`src/rtl/intersection_scheduler.sv`:
```
`default_nettype none
// ============================================================================
// Module   : intersection_scheduler
// Purpose  : Two-approach (NS/EW) signal scheduler. Steps through
//            green / yellow / all-red with a protected pedestrian WALK.
//            It is demand-actuated, with latched vehicle and pedestrian
//            requests. Each green has a minimum time, a gap-out and a
//            max-out. NS rests in green when there is no opposing demand.
// Revision : 1.0  initial release
// ============================================================================
module intersection_scheduler #(
    parameter int CW      = 12,
    parameter int T_MIN_G = 128,
    parameter int T_MAX_G = 1024,
    parameter int T_Y     = 512,
    parameter int T_AR    = 128,
    parameter int T_WALK  = 1024
) (
    input  logic       clk,
    input  logic       rst_n,
    input  logic       veh_ns,
    input  logic       veh_ew,
    input  logic       ped_req,
    output logic       ns_r,
    output logic       ns_y,
    output logic       ns_g,
    output logic       ew_r,
    output logic       ew_y,
    output logic       ew_g,
    output logic       walk,
    output logic [2:0] phase
);

    typedef enum logic [2:0] {
        NS_G = 3'd0,
        NS_Y = 3'd1,
        AR1  = 3'd2,
        EW_G = 3'd3,
        EW_Y = 3'd4,
        AR2  = 3'd5,
        WALK = 3'd6
    } state_t;

    // Each interval ends on the cycle where the timer holds its last count.
    localparam logic [CW-1:0] MIN_LAST  = CW'(T_MIN_G - 1);
    localparam logic [CW-1:0] MAX_LAST  = CW'(T_MAX_G - 1);
    localparam logic [CW-1:0] Y_LAST    = CW'(T_Y - 1);
    localparam logic [CW-1:0] AR_LAST   = CW'(T_AR - 1);
    localparam logic [CW-1:0] WALK_LAST = CW'(T_WALK - 1);

    state_t          state_q, state_d;
    logic [CW-1:0]   timer_q, timer_d;
    logic            ns_pend_q, ns_pend_d;
    logic            ew_pend_q, ew_pend_d;
    logic            ped_pend_q, ped_pend_d;
    logic            next_ew_q, next_ew_d;
    logic            ns_r_q, ns_y_q, ns_g_q, ew_r_q, ew_y_q, ew_g_q, walk_q;
    logic            ns_r_d, ns_y_d, ns_g_d, ew_r_d, ew_y_d, ew_g_d, walk_d;
    logic            dem_vs_ns, dem_vs_ew, in_green;

    // Next-state selection: gap-out / max-out in greens, fixed-length elsewhere.
    always_comb begin
        state_d   = state_q;
        next_ew_d = next_ew_q;
        // Raw inputs count toward demand in the cycle they are first seen.
        dem_vs_ns = ew_pend_q | veh_ew | ped_pend_q | ped_req;
        dem_vs_ew = ns_pend_q | veh_ns | ped_pend_q | ped_req;
        case (state_q)
            NS_G: if (dem_vs_ns && (timer_q >= MIN_LAST) &&
                      (!veh_ns || (timer_q == MAX_LAST))) state_d = NS_Y;
            NS_Y: if (timer_q == Y_LAST) state_d = AR1;
            AR1: begin
                if (timer_q == AR_LAST) begin
                    if (ped_pend_q) begin
                        state_d   = WALK;
                        next_ew_d = 1'b1;
                    end else begin
                        state_d   = EW_G;
                    end
                end
            end
            EW_G: if (dem_vs_ew && (timer_q >= MIN_LAST) &&
                      (!veh_ew || (timer_q == MAX_LAST))) state_d = EW_Y;
            EW_Y: if (timer_q == Y_LAST) state_d = AR2;
            AR2: begin
                if (timer_q == AR_LAST) begin
                    if (ped_pend_q) begin
                        state_d   = WALK;
                        next_ew_d = 1'b0;
                    end else begin
                        state_d   = NS_G;
                    end
                end
            end
            WALK: if (timer_q == WALK_LAST) state_d = next_ew_q ? EW_G : NS_G;
            default: state_d = NS_G;
        endcase
    end

    // Phase timer: restarts on every transition, saturates while a green rests.
    always_comb begin
        in_green = (state_q == NS_G) || (state_q == EW_G);
        if (state_d != state_q) begin
            timer_d = '0;
        end else if (in_green && (timer_q == MAX_LAST)) begin
            timer_d = timer_q;
        end else begin
            timer_d = timer_q + CW'(1);
        end
    end

    // Request latches: set outside the serving phase, cleared on its entry (clear wins).
    always_comb begin
        ns_pend_d  = ns_pend_q  | (veh_ns  && (state_q != NS_G));
        ew_pend_d  = ew_pend_q  | (veh_ew  && (state_q != EW_G));
        ped_pend_d = ped_pend_q | (ped_req && (state_q != WALK));
        if ((state_d == NS_G) && (state_q != NS_G)) ns_pend_d  = 1'b0;
        if ((state_d == EW_G) && (state_q != EW_G)) ew_pend_d  = 1'b0;
        if ((state_d == WALK) && (state_q != WALK)) ped_pend_d = 1'b0;
    end

    // Lamp decode of the upcoming state so the registered lamps track the state register.
    always_comb begin
        ns_g_d = (state_d == NS_G);
        ns_y_d = (state_d == NS_Y);
        ns_r_d = !(ns_g_d || ns_y_d);
        ew_g_d = (state_d == EW_G);
        ew_y_d = (state_d == EW_Y);
        ew_r_d = !(ew_g_d || ew_y_d);
        walk_d = (state_d == WALK);
    end

    // All state and output flops; asynchronous reset parks the junction in NS green.
    always_ff @(posedge clk or negedge rst_n) begin
        if (!rst_n) begin
            state_q    <= NS_G;
            timer_q    <= '0;
            ns_pend_q  <= 1'b0;
            ew_pend_q  <= 1'b0;
            ped_pend_q <= 1'b0;
            next_ew_q  <= 1'b0;
            ns_r_q     <= 1'b0;
            ns_y_q     <= 1'b0;
            ns_g_q     <= 1'b1;
            ew_r_q     <= 1'b1;
            ew_y_q     <= 1'b0;
            ew_g_q     <= 1'b0;
            walk_q     <= 1'b0;
        end else begin
            state_q    <= state_d;
            timer_q    <= timer_d;
            ns_pend_q  <= ns_pend_d;
            ew_pend_q  <= ew_pend_d;
            ped_pend_q <= ped_pend_d;
            next_ew_q  <= next_ew_d;
            ns_r_q     <= ns_r_d;
            ns_y_q     <= ns_y_d;
            ns_g_q     <= ns_g_d;
            ew_r_q     <= ew_r_d;
            ew_y_q     <= ew_y_d;
            ew_g_q     <= ew_g_d;
            walk_q     <= walk_d;
        end
    end

    assign ns_r  = ns_r_q;
    assign ns_y  = ns_y_q;
    assign ns_g  = ns_g_q;
    assign ew_r  = ew_r_q;
    assign ew_y  = ew_y_q;
    assign ew_g  = ew_g_q;
    assign walk  = walk_q;
    assign phase = state_q;

endmodule
`default_nettype wire

```
`config.mk`:
```
export PLATFORM = sky130hd
export DESIGN_NAME = intersection_scheduler
export DESIGN_NICKNAME = d
export VERILOG_FILES = /design/src/rtl/intersection_scheduler.sv
export SDC_FILE = /design/constraint.sdc
export NUM_CORES = 1
export LEC_CHECK = 0
export ABC_AREA = 1
export CAP_MARGIN = 10
export CORE_ASPECT_RATIO = 1.4
export CORE_MARGIN = 2
export CORE_UTILIZATION = 40
export CTS_BUF_LIST = sky130_fd_sc_hd__clkbuf_8
export DETAILED_ROUTE_END_ITERATION = 7
export SLEW_MARGIN = 30
export SYNTH_ARGS = -nofsm -noshare
export SYNTH_HDL_FRONTEND = slang
export SYNTH_SLANG_ARGS = --single-unit
```
`constraint.sdc`:
```
create_clock -name clk -period 1.7 [get_ports clk]
set_clock_uncertainty 0.05 [all_clocks]
set_input_delay 0.34 -clock clk [delete_from_list [all_inputs] [get_ports clk]]
set_output_delay 0.34 -clock clk [all_outputs]
set_load 0.005 [all_outputs]
```
[Word-level counts from Yosys, hierarchy flattened]
Index checks and enable logic that the tools add are counted.
Operators by class
  add/sub/neg operators: 1
  magnitude comparators: 1
  eq/ne operators: 21
  muxes and demuxes: 21
  bitwise gates (word level): 9
  reductions and logical operators: 25
Operators by type and width (count)
  $mux W3: 9
  $mux W12: 2
  $pmux W3 S7: 1
  $eq A3 B3 Y1 const B: 5
  $add A12 B1 Y12 const B: 1
  $eq A12 B10 Y1 const B: 1
  $eq A12 B7 Y1 const B: 1
  $eq A12 B9 Y1 const B: 1
  $ge A12 B7 Y1 const B: 1
  $logic_and A1 B1 Y1: 11
  $ne A2 B2 Y1 const B: 5
  $eq A3 B2 Y1 const B: 3
  $or A1 B1 Y1: 9
  $mux W1: 7
  $eq A3 B1 Y1 const B: 2
  $logic_not A3 Y1: 2
  $logic_or A1 B1 Y1: 5
  $reduce_and A5 Y1: 1
  $logic_not A1 Y1: 4
  $ne A3 B2 Y1 const B: 1
  $ne A3 B3 Y1: 1
  $ne A3 B3 Y1 const B: 1
  $reduce_bool A3 Y1: 1
  $mux W2: 1
  other kinds (2): 2
Word-level totals
  bits in registers: 26
  input bits: 5
  output and inout bits: 10

[Logic depth before layout (Yosys ltp)]
Gate-level depths: netlist of run 1.
  word-level depth: 10
  depth in mapped cells: 15
  depth with buffers taken out: 14

[Least setup slack after synthesis of run 1]
Ideal clock, no wire load.
  kind: reg-to-reg
  start: register timer_q[0]
  end: register timer_q[3]
  setup time: 69 ps
  arrival: 1706 ps
  required time: 1581 ps
  setup slack: -125 ps
  cell stages (with the launch flop): 15
  path buffers: 1
  clock period less this slack: 1825 ps
  cells stage by stage: dfrtp_1 > ha_1 > nand3_4 > inv_2 > nand3_4 > nand2_2 > o21ai_2 > nor2_4 > nand2_4 > nand2_2 > nand2_1 > nor2_1 > nand2_2 > buf_6 > nor2_2
Between the ends
  cells in the longest elaborated chain, start to end: 7
  elaborated cells between the ends (all ways): 24
Ends and longest elaborated chain
  start, declared: RTL line 52  | logic [CW-1:0] timer_q, timer_d;
  start signal, assigned: RTL line 151  | timer_q <= timer_d;
  $ge A12 B7 Y1 or $eq A12 B10 Y1 (tied branches)
  $logic_and A1 B1 Y1 (tied with other cells): RTL line 82  | EW_G: if (dem_vs_ew && (timer_q >= MIN_LAST) &&
  $logic_and A1 B1 Y1 (on tied branches): RTL line 82, 69
  $mux W3 (on tied branches): RTL line 82, 69
  $pmux W3 S7 (*): RTL line 68  | case (state_q)
  via state_d[1]: RTL line 51  | state_t state_q, state_d;
  $ne A3 B3 Y1 (*): RTL line 103  | if (state_d != state_q) begin
  $ne A2 B2 Y1 (no source line) or $mux W12 (tied branches)
Mark *: on every way through the listed nets, which the timed path passes. The rest lies on a longest branch. The select of a mux whose other input is x is not followed.
A chain may end at the register's enable or synchronous reset.

[Final worst setup path of run 1]
  start: register timer_q[1]
  end: register timer_q[7]
Between the ends
  cells in the longest elaborated chain, start to end: 7
  elaborated cells between the ends (all ways): 24
Ends and longest elaborated chain (RTL line)
  $ge A12 B7 Y1 or $eq A12 B10 Y1 (tied branches)
  $logic_and A1 B1 Y1 (tied with other cells): 82
  $logic_and A1 B1 Y1 (on tied branches): 82, 69
  $mux W3 (on tied branches): 82, 69
  $pmux W3 S7: 68
  $ne A3 B3 Y1: 103
  $ne A2 B2 Y1 (no source line) or $mux W12 (tied branches)
Several ways; a longest one is shown, not always the timed one. The select of a mux whose other input is x is not followed.

==> impl_metrics.json, run 1 <==
{
  "fmax_mhz": 525,
  "antenna_violations_before_repair": 0,
  "insertion_delay_ns": 0.28,
  "worstSetupPathType": "reg2reg",
  "placeableCoreArea_um2": 3880,
  "worst_hold_slack_ns": 0.374,
  "required_ns": 1.86,
  "drc": 0,
  "floorplan.initialDensity_pct": 41.2,
  "post_synth_instance_area_um2": 1600,
  "synth_top_family_by_area": "simple AND/OR/NAND/NOR gates",
  "ys_dominant_reg_cell": "sky130_fd_sc_hd__dfrtp_1",
  "cts-root-buf": "sky130_fd_sc_hd__clkbuf_8",
  "routability_driven_placement_congestion_ratio": 0.843,
  "drv_slew": 0,
  "run_status": "finished with violations",
  "boundaryPins": 15,
  "io_buffer_count": 14,
  "ys_ff_latch": 26,
  "detailedRoute.firstIterationViolations": 23,
  "power-per-cell-area_nw_per_um2": 457,
  "netlist-cell-type-count": 27,
  "maxCapViolCount": 0,
  "irDropWorstVdd_v": 0.000502,
  "grt_pass1_vias": 1668,
  "min_period_ns": 1.91,
  "numCtsBuffers": 3,
  "cts-hold-fix-buffers": 0,
  "cts_buffer_depth": 2,
  "areaGrowthSynthToFinish_pct": 59.8,
  "synth-xor-area-share_pct": 2.74,
  "die_x_um": 57.4,
  "wl_final_um": 4190,
  "hold_path_class": "in2async",
  "slew_headroom_pct": 77.6,
  "r2r_setup_slack_ns": -0.21,
  "route.vias.total": 1584,
  "final_net_count": 294,
  "syn_area_per_cell_um2": 8.00,
  "fraction_of_synthesis_flops_using_an_asynchronous_set_or_reset_pin_pct": 100,
  "die-area_um2": 4530,
  "fin_cells": 330,
  "dp_hpwl_um": 2950,
  "grt_pass1_wl_um": 7310,
  "final_design_area_excluding_fillers_um2": 2550,
  "insertedDiodeCount": 0,
  "synth_mux_area_share_pct": 0.626,
  "cp-start-kind": "register",
  "synth-compound-area-share_pct": 5.48,
  "grt_max_degree": 27,
  "tightestPinTransition_ns": 0.336,
  "area_share_of_fa_ha_maj_cells_after_synthesis_pct": 0.782,
  "syn_inst": 200,
  "cts_max_level": 1,
  "drt_pre_antenna_iters": 4,
  "synth_fp_nets": 206,
  "worst-path-max-fanout": 6,
  "clock-sinks": 26,
  "crit_path_setup_slack_layout_ns": -0.206,
  "placed_cells": 313,
  "final_core_util_pct": 65.8,
  "hold_viol_final": 0,
  "reg_to_reg_critical_path_endpoint": "timer_q[7]",
  "crit-reg2reg-launch": "timer_q[1]",
  "placed_cell_areas_um2": 2230,
  "worst_path_clk_slew_ns": 0.10,
  "final-setup-viol-count": 22,
  "post-route-period-util_pct": 112,
  "ys_seq_area_share_pct": 40.8,
  "rows": 27,
  "globalRoute.totalOverflow": 0,
  "routed_via_density": 4.80,
  "rsz0062_at_grt": "true",
  "synth_edf_count": 0,
  "drive_above_1_share_pct": 51.9,
  "worst-r2r-cell-count": 13,
  "violations": "setup timing",
  "crit_path_end_kind": "register",
  "postRouteAntennaNets": 0,
  "routed_wire_length_per_instance_um": 12.7,
  "cts_tree": "built",
  "yosys_warnings": 0,
  "worst_ep_arrival_time_ns": 2.07,
  "leakagePower_nw": 1.30,
  "post_synth_and_or_nand_nor_area_fraction_pct": 41.3,
  "die_height_um": 78.8,
  "grtUsageTotal_pct": 20.8
}
==> state kept, by name, summed over array words and instances, names as in the netlist <==
| name | flops |
|---|---|
| ew_g | 1 |
| ew_pend_q | 1 |
| ew_r | 1 |
| ew_y | 1 |
| next_ew_q | 1 |
| ns_g | 1 |
| ns_pend_q | 1 |
| ns_r | 1 |
| ns_y | 1 |
| ped_pend_q | 1 |
| phase | 3 |
| timer_q | 12 |
| walk | 1 |
==> metal layers <==
layer	vias to the layer above	routed length (um)	track usage, %
met5	-	0	0
met4	0	136	9.07
met3	12	91	2.93
met2	26	2300	38.3
met1	742	1660	23.1
li1	804	-	-
==> worst max-delay path, stage by stage (launching register included) <==
cell                      delay (ns)
sky130_fd_sc_hd__dfrtp_1        0.41
sky130_fd_sc_hd__ha_4           0.16
sky130_fd_sc_hd__nand3_4        0.12
sky130_fd_sc_hd__nor2_4         0.15
sky130_fd_sc_hd__nand2_2        0.09
sky130_fd_sc_hd__nand2_2        0.08
sky130_fd_sc_hd__nand2_2        0.05
sky130_fd_sc_hd__nor2_2         0.12
sky130_fd_sc_hd__nand2_2        0.09
sky130_fd_sc_hd__nand2_2        0.07
sky130_fd_sc_hd__nand2_2        0.06
sky130_fd_sc_hd__nor2_4         0.15
sky130_fd_sc_hd__nand2_4        0.12
sky130_fd_sc_hd__nor2_1         0.12
==> per-stage QoR <==
stage | total power [mW] | TNS, ns | setup slack (ns)
floorplan | 0.634 | -0.334 | -0.0335
global placement | 0.660 | -4.55 | -0.264
detailed placement | 0.660 | -5.17 | -0.306
CTS | 1.18 | -3.52 | -0.204
global route | 1.21 | -6.29 | -0.368
finish | 1.17 | -3.37 | -0.206
==> how the worst max path moves through the flow <==
stage                           from         end  slack [ns]  cells past startpoint
after global routing      timer_q[1]  timer_q[7]       -0.37                     13
final                     timer_q[1]  timer_q[7]       -0.21                     13
after global placement    timer_q[1]  timer_q[8]       -0.26                     12
after CTS                 timer_q[0]  timer_q[7]       -0.20                     13
after detailed placement      veh_ew  timer_q[8]       -0.31                     10
after floorplan           timer_q[0]  timer_q[3]       -0.03                     12
==> synth_stat cells (4+ instances only) <==
master,number,area (um^2)
sky130_fd_sc_hd__inv_2,4,15.0
sky130_fd_sc_hd__nand2_2,12,75.1
sky130_fd_sc_hd__nor2_2,15,93.8
sky130_fd_sc_hd__nand2_1,34,128
sky130_fd_sc_hd__nor2_4,5,56.3
sky130_fd_sc_hd__nor3_1,6,30.0
sky130_fd_sc_hd__dfrtp_1,24,601
sky130_fd_sc_hd__inv_1,28,105
sky130_fd_sc_hd__o21ai_0,8,40.0
sky130_fd_sc_hd__xor2_1,4,35.0
sky130_fd_sc_hd__nand3_1,19,95.1
sky130_fd_sc_hd__nor2_1,17,63.8
==> final cells by class <==
type                    count  area, um^2
fillers                   302        1330
multi-input cells         142         977
repair buffers             83         673
flip-flops and latches     26         654
inverters                  32         125
well taps                  43        53.8
clock buffers               3        41.3
clock inverters             1        30.0
==> what timing repair did <==
item | in CTS | in global routing
endpoints found under the setup margin | 25 | 24
buffers inserted | 7 | 5
pin swaps | 6 | 10
cloned | 1 | 0
resized for setup | 18 | 30
==> power breakdown <==
part	switching (mW)	total (mW)	internal (mW)
logic	0.0167	0.0291	0.0124
clock network	0.205	0.520	0.315
registers	0.0000000000000000593	0.618	0.618
==> placed cells by master, fill, tap and decap left out, drive strengths merged, types with 3 or more instances in the layout <==
cell type / count
buf: 70
nand2: 48
nor2: 37
inv: 32
nand3: 25
dfrtp: 24
clkdlybuf4s50: 9
o21ai: 9
nor3: 6
xor2: 4
a21oi: 4
nand4: 3
clkbuf: 3
==> cell families (layout without fill, tap and decap cells) <==
group | after synthesis | after routing
buffers and inverters | 33 | 119
XOR/XNOR | 5 | 5
AO/OA/AOI/OAI | 15 | 15
AND/OR/NAND/NOR | 119 | 120
multiplexers | 1 | 1
flip-flops | 26 | 26
adder cells (fa/ha/maj) | 1 | 1
Power figures use the tool's default switching activity.
==> run 2, diff against run 1 <==
--- a/config.mk
+++ b/config.mk
@@ -12,6 +12,7 @@
 export CORE_UTILIZATION = 40
 export CTS_BUF_LIST = sky130_fd_sc_hd__clkbuf_8
 export DETAILED_ROUTE_END_ITERATION = 7
+export HOLD_SLACK_MARGIN = 0.1
 export SLEW_MARGIN = 30
 export SYNTH_ARGS = -nofsm -noshare
 export SYNTH_HDL_FRONTEND = slang
==> results of run 2 <==
The final DEF is identical to that of run 1; final timing and power are the same.
